<file path="src/rtl/alu_issue_ctrl.sv">
// alu_issue_ctrl
//   Sequential front-end for a combinational W-bit ALU. Commands are queued
//   in a small FIFO. One command per cycle is issued from the FIFO head into
//   the ALU. The ALU result and flags are registered into a valid/ready result
//   port. An accumulator holds the last issued result, so that commands with
//   use_acc = 1 can chain on it without external feedback.
//
// Ports
//   clk, rst_n            : clock (rising edge), asynchronous active-low reset
//   clear                 : synchronous flush of FIFO, result register, accumulator
//   cmd_valid/cmd_ready   : command handshake; cmd_op/use_acc/a/b carry the command
//   alu_a/alu_b/alu_op    : drive to the external ALU (combinational from FIFO head)
//   alu_out/zero/carry/ovf: result and flags returned by the ALU
//   res_valid/res_ready   : result handshake; res_data/zero/carry/ovf are registered
//   ops_done              : issued-operation counter, wraps modulo 2^CNT_W
//   busy                  : FIFO non-empty or an unconsumed result is held
module alu_issue_ctrl #(
  parameter int W     = 4,
  parameter int DEPTH = 2,
  parameter int CNT_W = 8
) (
  input  logic             clk,
  input  logic             rst_n,
  input  logic             clear,
  input  logic             cmd_valid,
  output logic             cmd_ready,
  input  logic [2:0]       cmd_op,
  input  logic             cmd_use_acc,
  input  logic [W-1:0]     cmd_a,
  input  logic [W-1:0]     cmd_b,
  output logic [W-1:0]     alu_a,
  output logic [W-1:0]     alu_b,
  output logic [2:0]       alu_op,
  input  logic [W-1:0]     alu_out,
  input  logic             alu_zero,
  input  logic             alu_carry,
  input  logic             alu_ovf,
  output logic             res_valid,
  input  logic             res_ready,
  output logic [W-1:0]     res_data,
  output logic             res_zero,
  output logic             res_carry,
  output logic             res_ovf,
  output logic [CNT_W-1:0] ops_done,
  output logic             busy
);

  localparam int AW = (DEPTH > 1) ? $clog2(DEPTH) : 1;
  // Entry layout: {op[2:0], use_acc, a[W-1:0], b[W-1:0]}
  localparam int EW = 4 + 2 * W;

  logic [EW-1:0]    entry_q [DEPTH];
  logic [EW-1:0]    entry_d [DEPTH];
  logic [AW:0]      wr_ptr_q, wr_ptr_d;
  logic [AW:0]      rd_ptr_q, rd_ptr_d;
  logic             res_valid_q, res_valid_d;
  logic [W-1:0]     res_data_q, res_data_d;
  logic             res_zero_q, res_zero_d;
  logic             res_carry_q, res_carry_d;
  logic             res_ovf_q, res_ovf_d;
  logic [W-1:0]     acc_q, acc_d;
  logic [CNT_W-1:0] ops_done_q, ops_done_d;

  logic             full, empty, push, issue;
  logic [EW-1:0]    cmd_word, head;
  logic [2:0]       head_op;
  logic             head_use_acc;
  logic [W-1:0]     head_a, head_b;

  // Extra pointer MSB distinguishes full from empty when the indices match.
  assign empty = (wr_ptr_q == rd_ptr_q);
  assign full  = (wr_ptr_q[AW] != rd_ptr_q[AW]) &&
                 (wr_ptr_q[AW-1:0] == rd_ptr_q[AW-1:0]);

  // cmd_ready looks only at full, so a pop in the same cycle does not free a slot early.
  assign cmd_ready = !full && !clear;
  assign push      = cmd_valid && cmd_ready;
  assign issue     = !empty && (!res_valid_q || res_ready) && !clear;

  assign cmd_word     = {cmd_op, cmd_use_acc, cmd_a, cmd_b};
  assign head         = entry_q[rd_ptr_q[AW-1:0]];
  assign head_op      = head[EW-1 -: 3];
  assign head_use_acc = head[2*W];
  assign head_a       = head[2*W-1 -: W];
  assign head_b       = head[W-1:0];

  always_comb begin
    alu_op = '0;
    alu_a  = '0;
    alu_b  = '0;
    if (!empty) begin
      alu_op = head_op;
      alu_b  = head_b;
      alu_a  = head_use_acc ? acc_q : head_a;
    end
  end

  // FIFO storage, one register per entry
  generate
    for (genvar gi = 0; gi < DEPTH; gi++) begin : g_entry
      assign entry_d[gi] = (push && (wr_ptr_q[AW-1:0] == AW'(gi))) ? cmd_word : entry_q[gi];

      always_ff @(posedge clk or negedge rst_n) begin
        if (!rst_n) begin
          entry_q[gi] <= '0;
        end else begin
          entry_q[gi] <= entry_d[gi];
        end
      end
    end
  endgenerate

  always_comb begin
    wr_ptr_d    = wr_ptr_q;
    rd_ptr_d    = rd_ptr_q;
    res_valid_d = res_valid_q;
    res_data_d  = res_data_q;
    res_zero_d  = res_zero_q;
    res_carry_d = res_carry_q;
    res_ovf_d   = res_ovf_q;
    acc_d       = acc_q;
    ops_done_d  = ops_done_q;
    if (clear) begin
      // Flush everything except the operation counter.
      wr_ptr_d    = '0;
      rd_ptr_d    = '0;
      res_valid_d = 1'b0;
      res_data_d  = '0;
      res_zero_d  = 1'b0;
      res_carry_d = 1'b0;
      res_ovf_d   = 1'b0;
      acc_d       = '0;
    end else begin
      if (push) begin
        wr_ptr_d = wr_ptr_q + (AW+1)'(1);
      end
      if (issue) begin
        rd_ptr_d    = rd_ptr_q + (AW+1)'(1);
        res_valid_d = 1'b1;
        res_data_d  = alu_out;
        res_zero_d  = alu_zero;
        res_carry_d = alu_carry;
        res_ovf_d   = alu_ovf;
        acc_d       = alu_out;
        ops_done_d  = ops_done_q + CNT_W'(1);
      end else if (res_valid_q && res_ready) begin
        res_valid_d = 1'b0;
      end
    end
  end

  always_ff @(posedge clk or negedge rst_n) begin
    if (!rst_n) begin
      wr_ptr_q    <= '0;
      rd_ptr_q    <= '0;
      res_valid_q <= 1'b0;
      res_data_q  <= '0;
      res_zero_q  <= 1'b0;
      res_carry_q <= 1'b0;
      res_ovf_q   <= 1'b0;
      acc_q       <= '0;
      ops_done_q  <= '0;
    end else begin
      wr_ptr_q    <= wr_ptr_d;
      rd_ptr_q    <= rd_ptr_d;
      res_valid_q <= res_valid_d;
      res_data_q  <= res_data_d;
      res_zero_q  <= res_zero_d;
      res_carry_q <= res_carry_d;
      res_ovf_q   <= res_ovf_d;
      acc_q       <= acc_d;
      ops_done_q  <= ops_done_d;
    end
  end

  assign res_valid = res_valid_q;
  assign res_data  = res_data_q;
  assign res_zero  = res_zero_q;
  assign res_carry = res_carry_q;
  assign res_ovf   = res_ovf_q;
  assign ops_done  = ops_done_q;
  assign busy      = !empty || res_valid_q;

endmodule

</file>
<file path="config.mk">
export PLATFORM = sky130hd
export DESIGN_NAME = alu_issue_ctrl
export DESIGN_NICKNAME = d
export VERILOG_FILES = /design/src/rtl/alu_issue_ctrl.sv
export SDC_FILE = /design/constraint.sdc
export NUM_CORES = 1
export LEC_CHECK = 0
export BUFFER_PORTS_ARGS = -buffer_cell sky130_fd_sc_hd__buf_2
export CAP_MARGIN = 20
export CORE_MARGIN = 2
export CORE_UTILIZATION = 55
export DETAILED_ROUTE_END_ITERATION = 8
export GPL_ROUTABILITY_DRIVEN = 0
export GPL_TIMING_DRIVEN = 0
export PLACE_DENSITY = 0.83
export SETUP_SLACK_MARGIN = 0.02
export SYNTH_ARGS = -nofsm -noshare
export SYNTH_HDL_FRONTEND = slang
export SYNTH_SLANG_ARGS = --single-unit
</file>
<file path="constraint.sdc">
create_clock -name clk -period 3.1 [get_ports clk]
set_clock_uncertainty 0.2 [all_clocks]
set_input_delay 0.62 -clock clk [delete_from_list [all_inputs] [get_ports clk]]
set_output_delay 0.62 -clock clk [all_outputs]
set_load 0.01 [all_outputs]
</file>
==> impl.org, run 1 <==
** Timing
- Shortest clock period the worst path allows after layout :: 2870 ps
- For the pin with the worst max-slew slack, the measured transition is 942 ps.
- Final Hold Vio Count :: 0
- After routing, the total negative slack on setup checks comes to 0 ps.
- Final Max Tran Viols :: 0
- Period utilisation layout :: 92.6%
- Max_slew headroom :: 37.2%
- Maximum operating frequency :: 348 MHz
- Unrepaired setup endpoints after global routing :: false
- Setup violation total in the final timing report :: 0

** Floorplan
- The floorplan step defined a core boundary enclosing 3660 sq um.
- The floorplan has 22 rows.
- Die Span Y :: 65.5 um
- Die extent in x :: 65.5 um
- Die outline area :: 4300 sq um
- In this run the count of I/O pins placed on the die edge is 53.
- Once the floorplan was initialized, standard cells occupied 56.9% of the core.

** Routing
- Met2 routed WL :: 1910 um
- For this block, the routed nets add up to 3770 um of wire.
- In the routed layout, each cell is associated on average with a via count of 5.19.
- After detailed routing, the average wire length per cell comes to 13.8 um.
- DRC errors left :: 0
- Wire segments on met3 add up to 199 um in the final route.
- Number of antenna-violating nets in the routed design :: 0
- In this run, the number of DRC markers left after iteration 0 of detailed routing was 50.
- Across all layers, the routed design uses 1,422 vias.
- The pre-antenna-repair detailed-routing pass consisted of 4 iterations.
- Top metal layer carrying routed signals :: met4
- The detailed router put a total of 1600 um of wire on met1.

** Setup path
- Type of destination of the critical path :: output pin
- Startpoint of the worst register-to-register path :: rd_ptr_q[1]$_DFFE_PN0P_
- Arr. time, crit path :: 2050 ps
- Launching instance or port of the critical path :: rd_ptr_q[0]$_DFFE_PN0P_
- Of all nets on the critical path, the largest fanout is 10.
- Data on the critical path is required at its endpoint by 2280 ps.
- Worst Path Class, Setup :: reg -> out
- The worst setup path is launched from a flop.

** Clock network
- In this run, post-CTS repair resized a total of 0 instances.
- In this run, post-CTS hold repair placed 0 buffers.
- Clock latency on the worst-skew pair, taken at its later pin, is 310 ps.
- TritonCTS built the clock tree.
- Clock tree synthesis selected as its root buffer the cell sky130_fd_sc_hd__clkbuf_8.
- The number of clock buffers added by TritonCTS is 5.
- The H-tree was split into 2 levels.
- The clock net in this run drives a total of 44 sinks.
- Clock-pin slew was measured on the worst setup and hold paths at 80 ps.
- The clock passes through at most 2 buffers.
- Post-CTS timing repair inserted 0 buffers for setup.

** Yosys
- Number of distinct library cells after synthesis :: 30
- Counting every net in the synthesized netlist gives 192.
- Yosys warning total :: 0
- The mapped netlist covers 2080 sq um.
- Among all flip-flop cells after synthesis, the most frequent one is sky130_fd_sc_hd__dfrtp_1.
- Proportion of register bits with asynchronous set or reset after synthesis :: 100%
- Mean instance size in the synthesized netlist :: 12.5 sq um
- Number of synthesized register bits :: 44
- Synthesis produced a netlist whose cell count is 167.
- The synthesized design contains 0 enable-type register cells.
- After synthesis, flip-flops and latches occupy 52.9% of the total area.

** Placed design
- Placed cell areas :: 2400 sq um
- After legalization and detailed placement, the total HPWL measured 2740 um.
- Input and output buffers added on the ports amount to 51.

** Hold path
- Hold crit path type :: in -> async

** Global routing
- For this run the aggregate overflow at the end of global routing stands at 0.
- The initial antenna violation count is 0.
- The number of global-route vias before repair came to 1,469.
- Global routing used 20.2% of the available tracks across all layers.
- Entering global routing, the biggest net connects 45 pins.
- First-pass GRT wire length :: 6430 um

** Status
- Run status :: complete, no violations

** Cells and area
- In the final layout, the share of cells above drive strength 1 is 40.7%.
- The repair_antennas step left the layout with diodes totalling 0.
- Layout area overhead :: 20.3%
- At the end of the flow, the number of nets in the layout was 250.
- Summing all non-filler instances in the final layout gives an area of 2510 sq um.

** Flow run
- The tool flagged a number of max-cap violations equal to 0.

** Power and ir drop
- The design draws 2.42 mW.
- Power density of the placed cells :: 966 nW/um^2
- Peak VDD IR :: 508 uV
- Leakage :: 1.27 nW
power breakdown:
group	internal [mW]	leakage, nW	switching, mW
clock	0.239	0.0552	0.196
combinational	0.509	0.664	0.526
sequential	0.800	0.546	0.151
total	1.55	1.27	0.873
layout make-up:
type	count	area, sq um
buffer	9	51.3
tap	48	60.1
timing repair buffer	51	255
fill	287	1150
sequential	44	1100
multi-input combinational	112	923
clock buffer	6	72.6
clock inverter	2	35.0
inverter	2	7.51
worst paths after layout:
path | cells after the start | end | slack, ps
max in group asynchronous | 1 | entry_q[9]$_DFFE_PN0P_ | 1860
setup / recovery | 6 | alu_a[1] | 230
setup reg to reg | 5 | entry_q[22]$_DFFE_PN0P_ | 1060
hold / removal | 1 | ops_done[7]$_DFFE_PN0P_ | 240
hold reg to reg | 1 | ops_done[7]$_DFFE_PN0P_ | 270
min in group clk | 1 | ops_done[7]$_DFFE_PN0P_ | 270
flip-flops by register name, summed over array words and instances (netlist names):
register	cells
res_ovf	1
wr_ptr_q	2
acc_q	4
res_carry	1
ops_done	8
res_valid	1
rd_ptr_q	2
res_zero	1
entry_q	24
layout by cell type, fill, tap and decap left out, drive strengths merged:
cell type	synthesis	layout
buf	5	56
dfrtp	44	44
mux2	25	25
nor2	24	24
mux2i	19	19
xor2	11	11
clkbuf	4	10
nand2	5	5
nor3	5	5
a211oi	4	4
a21oi	4	4
inv	2	2
nand2b	2	2
nor4	2	2
nand4b	2	2
o21ai	2	2
or3	1	1
nor3b	1	1
nand3	1	1
and4b	1	1
o211ai	1	1
o211a	1	1
ha	1	1
clkinv	0	1
bufinv	0	1
stage by stage:
stage | hold WS [ps] | util [%] | worst slack, ps | instances
after floorplan | 124 | - | 904 | 167
after global placement | 254 | 65.5 | 569 | 266
after detailed placement | 261 | 65.5 | 547 | 266
after CTS | 273 | 68.5 | 199 | 274
after global routing | 285 | 68.5 | 110 | 274
final | 244 | 68.5 | 228 | 274
metal layers:
| layer | vias up | global-route usage [%] |
|---|---|---|
| met3 | 6 | 5.31 |
| met2 | 38 | 36.0 |
| met1 | 685 | 22.6 |
| li1 | 693 | - |
| met5 | - | 0 |
| met4 | 0 | 9.38 |
synth_stat cells, types with 2 or more instances:
| library cell | number | area share, % |
|---|---|---|
| sky130_fd_sc_hd__a211oi_1 | 4 | 1.4 |
| sky130_fd_sc_hd__a21oi_1 | 4 | 0.96 |
| sky130_fd_sc_hd__buf_4 | 2 | 0.72 |
| sky130_fd_sc_hd__clkbuf_1 | 3 | 0.54 |
| sky130_fd_sc_hd__dfrtp_1 | 44 | 53 |
| sky130_fd_sc_hd__inv_1 | 2 | 0.36 |
| sky130_fd_sc_hd__mux2_2 | 15 | 8.1 |
| sky130_fd_sc_hd__mux2_4 | 10 | 7.2 |
| sky130_fd_sc_hd__mux2i_1 | 19 | 9.1 |
| sky130_fd_sc_hd__nand2_1 | 5 | 0.90 |
| sky130_fd_sc_hd__nand2b_1 | 2 | 0.60 |
| sky130_fd_sc_hd__nand4b_1 | 2 | 0.84 |
| sky130_fd_sc_hd__nor2_1 | 24 | 4.3 |
| sky130_fd_sc_hd__nor3_1 | 5 | 1.2 |
| sky130_fd_sc_hd__nor4_1 | 2 | 0.60 |
| sky130_fd_sc_hd__xor2_1 | 9 | 3.8 |
| sky130_fd_sc_hd__xor2_2 | 2 | 1.6 |
cells by family (layout without fill, tap and decap cells):
| group | Yosys count | after routing | synth area share, % |
|---|---|---|---|
| AOI/OAI and AO/OA | 12 | 12 | 3.90 |
| xor gates and xnor gates | 11 | 11 | 5.35 |
| adders and majority gates | 1 | 1 | 0.601 |
| buffers and inverters | 11 | 70 | 2.82 |
| DFF | 44 | 44 | 52.9 |
| muxes | 44 | 44 | 24.4 |
| and+or+nand+nor | 44 | 44 | 10.0 |
worst max-delay path, cell delays in order, from the launching register on:
cell and delay [ps]:
sky130_fd_sc_hd__dfrtp_1 370, sky130_fd_sc_hd__buf_4 180, sky130_fd_sc_hd__xor2_2 210, sky130_fd_sc_hd__nor2_1 250, sky130_fd_sc_hd__clkbuf_1 450, sky130_fd_sc_hd__a211oi_1 100, sky130_fd_sc_hd__buf_2 180
Note: power is estimated with default switching activity, not from simulation.
==> run 2: changes to the inputs <==
Settings changed: CORE_MARGIN 2 to 5.
==> run 2 against run 1 <==
Die area grew 19%. Maximum frequency grew 1.4%. Worst hold slack gained 13 ps. Largest cell class unchanged.
==> impl.org, run 2 (synthesis results as in run 1) <==
** Global routing
- Grt total ovfl :: 0 (unchanged)
- The aggregate global-route resource usage is 17.9% (-2.4 points).
- Met2 track demand over resource :: 27.9% (-8.1 points)
- The global routing stage identified its most utilized layer as met2.
- The met1 capacity usage during global routing came to 23.5% (+0.93 points).
- Largest net degree at the start of global routing :: 45 (unchanged)
- Number of global-route vias before repair :: 1,455 (-0.95%)
- The initial antenna violation count is 0 (unchanged).
- Met3 track demand over resource :: 5.61% (+0.30 points)
- First-pass GRT wire length :: 7180 um (+12%)

** Timing
- Final Hold Vio Count :: 0 (unchanged)
- The number of endpoints failing setup at the final stage came to 0 (unchanged).
- The share of the clock period used by the worst path came to 91.4% (-1.3 points).
- The maximum operating frequency was 353 MHz (+1.4%).
- The pin slew with the least headroom to its limit is 943 ps (+1.25 ps).
- The time the final worst path needs with I/O delays and setup was 2830 ps (-39.1 ps).
- Setup repair after global routing left no endpoint under its margin.
- The relative max-transition margin came to 37.1% (-0.083 points).
- Total Negative Setup Slacks :: 0 ps (unchanged)
- The total count of max-transition violations in the final report is 0 (unchanged).

** Power and ir drop
- The leakage power figure was 1.27 nW (unchanged).
- The total power per unit cell area was 970 nW/um^2 (+0.42%).
- Peak VDD IR :: 567 uV (+12%)

** Status
- The run finished with clean final reports.

** Clock network
- The number of gates resized after cts was 0 (unchanged).
- Number of buffers added by the clock tree synthesis step :: 5 (unchanged)
- The clock sink total is 44 (unchanged).
- The H-tree depth was 2 (unchanged).
- Skew-Pair Late Insertion Delay :: 300 ps (about the same)
- Number of buffers between clock root and the deepest sink :: 2 (unchanged)
- The post-CTS clock slew at the launch and capture registers of the worst setup and hold paths was 80 ps (about the same).
- Root Buffer Master :: sky130_fd_sc_hd__clkbuf_8
- Hold-fix buffers at CTS :: 0 (unchanged)
- Setup fix buffers added after clock tree synthesis :: 0 (unchanged)
- CTS tree :: built

** Cells and area
- Most frequent cells in the layout :: sky130_fd_sc_hd__buf_2, sky130_fd_sc_hd__dfrtp_1, sky130_fd_sc_hd__nor2_1
- Register with the highest flop count :: entry_q
- Diode count :: 0 (unchanged)
- The fraction of layout instances using a drive strength above 1 is 40.7% (unchanged).
- The layout overhead on the synthesized area is 20.3% (unchanged).
- The final instance area came to 2510 sq um (unchanged).
- Leaving out fill and tap cells, the most frequent cell in the layout is sky130_fd_sc_hd__buf_2.
- Number of flip-flops in the largest register :: 24 (unchanged)
- Nets :: 250 (unchanged)

** Setup path
- Startpoint class of the critical path :: flop
- Setup slack, reg-to-reg :: 1040 ps (-20 ps)
- In this run the critical register-to-register path is launched from rd_ptr_q[1]$_DFFE_PN0P_.
- Arr. time, crit path :: 2010 ps (-40 ps)
- The required time of the worst setup path came to 2280 ps (about the same).
- Capturing instance or port of the critical path :: alu_a[1]
- Critical register-to-register path endpoint :: entry_q[18]$_DFFE_PN0P_
- The largest fanout on the critical path is 10 (unchanged).
- The logic depth of the worst register-to-register path came to 5 (unchanged).
- Worst Path Class, Setup :: reg -> out
- STA classifies the critical path endpoint as an output pin.
- Launching instance or port of the critical path :: rd_ptr_q[0]$_DFFE_PN0P_

** Routing
- The post-route antenna net violation count was 0 (unchanged).
- Initial DRC Count :: 61 (+22%)
- The per-cell via count in the routed design was 5.25 (+1.2%).
- The overall via count from detail_route is 1,439 (+1.2%).
- The final routed wirelength across all metal layers is 4200 um (+11%).
- The first-pass iteration count of the detailed router is 4 (unchanged).
- DRC errors left :: 0 (unchanged)
- The detail-routed net length per standard cell was 15.3 um (+11%).

** Floorplan
- The x dimension of the die was 71.5 um (+9.2%).
- Standard-cell row count :: 22 (unchanged)
- Starting Density :: 56.9% (unchanged)
- The area of the core region came to 3660 sq um (unchanged).
- The total I/O pin count was 53 (unchanged).
- The height of the die came to 71.5 um (+9.2%).
- The area of the die is 5120 sq um (+19%).

** Placed design
- The cell area after placement came to 2400 sq um (unchanged).
- Port-buffer cells :: 51 (unchanged)
- HPWL Detailed :: 3040 um (+11%)

** Hold path
- The path class of the tightest hold or removal check is in -> async.

** Flow run
- Count of max-cap constraint violations :: 0 (unchanged)
==> run 2: cell counts in the layout (fill, tap and decap cells not counted) <==
Identical to the previous run, type by type.
==> run 2: worst min-delay path by stage <==
| stage | to | from |
|---|---|---|
| after floorplan | acc_q[0]$_DFFE_PN0P_ | rst_n |
| after global placement | ops_done[7]$_DFFE_PN0P_ | ops_done[7]$_DFFE_PN0P_ |
| after detailed placement | ops_done[7]$_DFFE_PN0P_ | ops_done[7]$_DFFE_PN0P_ |
| after CTS | ops_done[7]$_DFFE_PN0P_ | ops_done[7]$_DFFE_PN0P_ |
| after global routing | ops_done[7]$_DFFE_PN0P_ | ops_done[7]$_DFFE_PN0P_ |
| final | ops_done[7]$_DFFE_PN0P_ | rst_n |
==> run 2: layer usage <==
metal,vias up,routed length [um]
li1,699,-
met1,692,1840
met2,44,1990
met3,4,311
met4,0,48
met5,-,0
==> run 2: critical path: stages (launching register included) <==
cell and delay, ps:
sky130_fd_sc_hd__dfrtp_1 360, sky130_fd_sc_hd__buf_4 180, sky130_fd_sc_hd__xor2_2 210, sky130_fd_sc_hd__nor2_1 220, sky130_fd_sc_hd__clkbuf_1 440, sky130_fd_sc_hd__a211oi_1 110, sky130_fd_sc_hd__buf_2 180
==> run 2: report_power, final <==
part / total [mW] / internal, mW / leakage [nW] / switching (mW)
Clock: 0.431 / 0.239 / 0.0552 / 0.191
Combinational: 1.05 / 0.509 / 0.664 / 0.540
Sequential: 0.951 / 0.799 / 0.546 / 0.151
==> run 2: metrics by stage <==
step	hold slack [ps]	power, mW	setup slack, ps	cells	util [%]
final	257	2.43	267	274	68.5
after global placement	253	1.99	581	266	65.5
after detailed placement	258	2.02	583	266	65.5
after floorplan	124	1.67	904	167	-
after CTS	270	2.46	246	274	68.5
after global routing	287	2.61	95.6	274	68.5
==> run 2: area by class of cell <==
class,count,area [sq um]
clock buffers,6,72.6
inverters,2,7.51
clock inverters,2,35.0
plain buffers,9,51.3
multi-input cells,112,923
repair buffers,51,255
fillers,282,1150
flip-flops and latches,44,1100
well taps,48,60.1
==> run 3: changes to the inputs <==
==> constraint.sdc (replaced) <==
create_clock -name clk -period 3.1 [get_ports clk]
set_clock_uncertainty 0.2 [all_clocks]
set_input_delay 0.155 -clock clk [delete_from_list [all_inputs] [get_ports clk]]
set_output_delay 0.155 -clock clk [all_outputs]
set_load 0.01 [all_outputs]
==> run 3 against run 2 <==
Non-clock buffer count is 21 higher. Power is 1.7% higher. Register-to-register slack worse by 30 ps. Combinational power is 4% higher. Die area stayed put. Sequential share of layout area is 3.4 points lower. Largest cell class unchanged. Highest routed layer unchanged.
==> impl.org, run 3 (synthesis results as in run 1) <==
** Status
- The run finished with clean final reports.

** Floorplan
- The height of the die was 71.5 um (unchanged).
- The area of the die is 5120 sq um (unchanged).
- The initial core utilization came to 56.9% (unchanged).
- Top-Level Pins :: 53 (unchanged)
- The area of the core region was 3660 sq um (unchanged).
- The x dimension of the die is 71.5 um (unchanged).
- Standard-cell row count :: 22 (unchanged)

** Timing
- The worst hold margin was 44.9 ps (-212 ps).
- Maximum operating frequency :: 416 MHz (+18%)
- Total Negative Setup Slacks :: 0 ps (unchanged)
- Period utilisation layout :: 77.5% (-14 points)
- The count of final hold-check violations was 0 (unchanged).
- Setup violation total in the final timing report :: 0 (unchanged)
- Actual slew at the worst max-slew pin :: 967 ps (+24.3 ps)
- The total count of max-transition violations in the final report came to 0 (unchanged).
- Unrepaired setup endpoints after global routing :: false
- Shortest clock period the worst path allows after layout :: 2400 ps (-429 ps)
- Max_slew headroom :: 35.5% (-1.6 points)

** Clock network
- Root Buffer Master :: sky130_fd_sc_hd__clkbuf_8
- CTS tree :: built
- The later-pin clock latency in the skew report came to 300 ps (about the same).
- Number of buffers between clock root and the deepest sink :: 2 (unchanged)
- The H-tree depth came to 2 (unchanged).
- Number of buffers added by the clock tree synthesis step :: 5 (unchanged)
- Count of clock tree sinks :: 44 (unchanged)
- Worst-path clk slew :: 80 ps (about the same)

** Cells and area
- Number of flip-flops in the largest register :: 24 (unchanged)
- The fraction of layout instances using a drive strength above 1 came to 37.2% (-3.5 points).
- The library cells used most frequently in the layout, excluding fill and tap cells, are sky130_fd_sc_hd__buf_2, sky130_fd_sc_hd__dfrtp_1, sky130_fd_sc_hd__nor2_1.
- From synthesis to final layout, the design area changed by 30.4%.
- The final instance area was 2720 sq um (+8.4%).
- Nets :: 271 (+8.4%)
- The count of inserted antenna diode cells is 0 (unchanged).
- The library cell used most frequently in the layout, excluding fill and tap cells, is sky130_fd_sc_hd__buf_2.
- The number of fill cells in the layout is 255 (-9.6%).
- More flip-flops sit in one register than any other, and that register is entry_q.

** Global routing
- Initial antenna violation count :: 0 (unchanged)
- Number of global-route vias before repair :: 1,630 (+12%)
- Grt total ovfl :: 0 (unchanged)
- The largest net degree at the start of global routing is 45 (unchanged).
- The wire length of the first global-routing pass came to 7950 um (+11%).
- Gr usage total :: 19.9% (+2.0 points)

** Hold path
- Hold depth :: 3
- The worst hold path terminates at res_valid$_DFFE_PN0P_.
- The worst hold path begins at res_ready.
- Hold crit path type :: in -> reg

** Routing
- DR vias :: 1,539 (+6.9%)
- Detail-routed via count per cell :: 5.22 (-0.66%)
- WL/cell :: 15.8 um (+3.5%)
- The post-route antenna net violation count is 0 (unchanged).
- Initial DRC Count :: 75 (+23%)
- Drt first pass iters :: 4 (unchanged)
- The final routed wirelength across all metal layers was 4680 um (+11%).
- The number of design rule violations left after detail routing came to 0 (unchanged).

** Setup path
- Critical register-to-register path endpoint :: entry_q[18]$_DFFE_PN0P_
- Setup slack, reg-to-reg :: 1010 ps (-30 ps)
- Startpoint of the worst register-to-register path :: rd_ptr_q[1]$_DFFE_PN0P_
- Worst Path Class, Setup :: reg -> out
- Type of destination of the critical path :: output pin
- The logic depth of the worst register-to-register path came to 5 (unchanged).
- Data required time at the worst endpoint :: 2740 ps (+460 ps)
- The critical path arrival was 2050 ps (+40 ps).
- STA classifies the critical path startpoint as a flop.
- The largest fanout on the critical path came to 10 (unchanged).

** Power and ir drop
- The total power per unit cell area was 910 nW/um^2 (-6.2%).
- Peak VDD IR :: 573 uV (+1.1%)
- Leakage :: 1.35 nW (+6.9%)

** Placed design
- The sum of net half-perimeters after detailed placement came to 3040 um (unchanged).
- Placed cell areas :: 2400 sq um (unchanged)
- The count of input and output buffers came to 51 (unchanged).

** Flow run
- Count of max-cap constraint violations :: 0 (unchanged)
-- run 3: through the flow --
step	power (mW)	std cells	setup WS, ps	utilization [%]
after floorplan	1.67	167	1280	-
after global placement	1.99	266	1050	65.5
after detailed placement	2.02	266	1050	65.5
after CTS	2.48	295	711	74.2
after global routing	2.65	295	568	74.2
final	2.47	295	696	74.2
-- run 3: metal layers --
metal | track usage, % | part of all wire, % | vias to the layer above
li1 | - | - | 745
met1 | 25.0 | 43 | 745
met2 | 33.1 | 50 | 45
met5 | 0 | 0 | -
met3 | 5.19 | 6.3 | 4
met4 | 7.10 | 0.98 | 0
-- run 3: how the worst max path moves through the flow --
stage               slack, ps                       to                    start
detailed placement       1050                 alu_a[1]  rd_ptr_q[0]$_DFFE_PN0P_
global placement         1050                 alu_a[1]  rd_ptr_q[0]$_DFFE_PN0P_
CTS                       710                 alu_a[1]  rd_ptr_q[0]$_DFFE_PN0P_
global route              570                 alu_a[1]  rd_ptr_q[0]$_DFFE_PN0P_
finish                    700                alu_op[0]  rd_ptr_q[0]$_DFFE_PN0P_
floorplan                1280  entry_q[14]$_DFFE_PN0P_  rd_ptr_q[1]$_DFFE_PN0P_
-- run 3: final cells by class --
class	instances	area [sq um]	share of cell area (%)
Clock buffer	6	72.6	2.67
Tap cell	48	60.1	2.21
Timing Repair Buffer	72	465	17.1
Inverter	2	7.51	0.276
Clock inverter	2	35.0	1.29
Sequential cell	44	1100	40.5
Buffer	9	51.3	1.89
Multi-Input combinational cell	112	923	34.0
-- run 3: where the power goes --
| part | internal, mW | switching, mW | total [mW] |
|---|---|---|---|
| sequential | 0.800 | 0.154 | 0.953 |
| clock | 0.239 | 0.193 | 0.432 |
| combinational | 0.527 | 0.559 | 1.09 |
-- run 3: repair_timing --
item                                   in CTS  in global routing
endpoints found under the hold margin      77                  0
gates resized for setup                     0                  0
hold buffers                               21                  0
buffers inserted                            0                  0
-- run 3: critical path, cell delays in order, from the launching register on --
cell                       delay, ps
sky130_fd_sc_hd__dfrtp_1         360
sky130_fd_sc_hd__buf_4           180
sky130_fd_sc_hd__xor2_2          210
sky130_fd_sc_hd__nor2_1          220
sky130_fd_sc_hd__clkbuf_1        460
sky130_fd_sc_hd__nor2_1          130
sky130_fd_sc_hd__buf_2           180
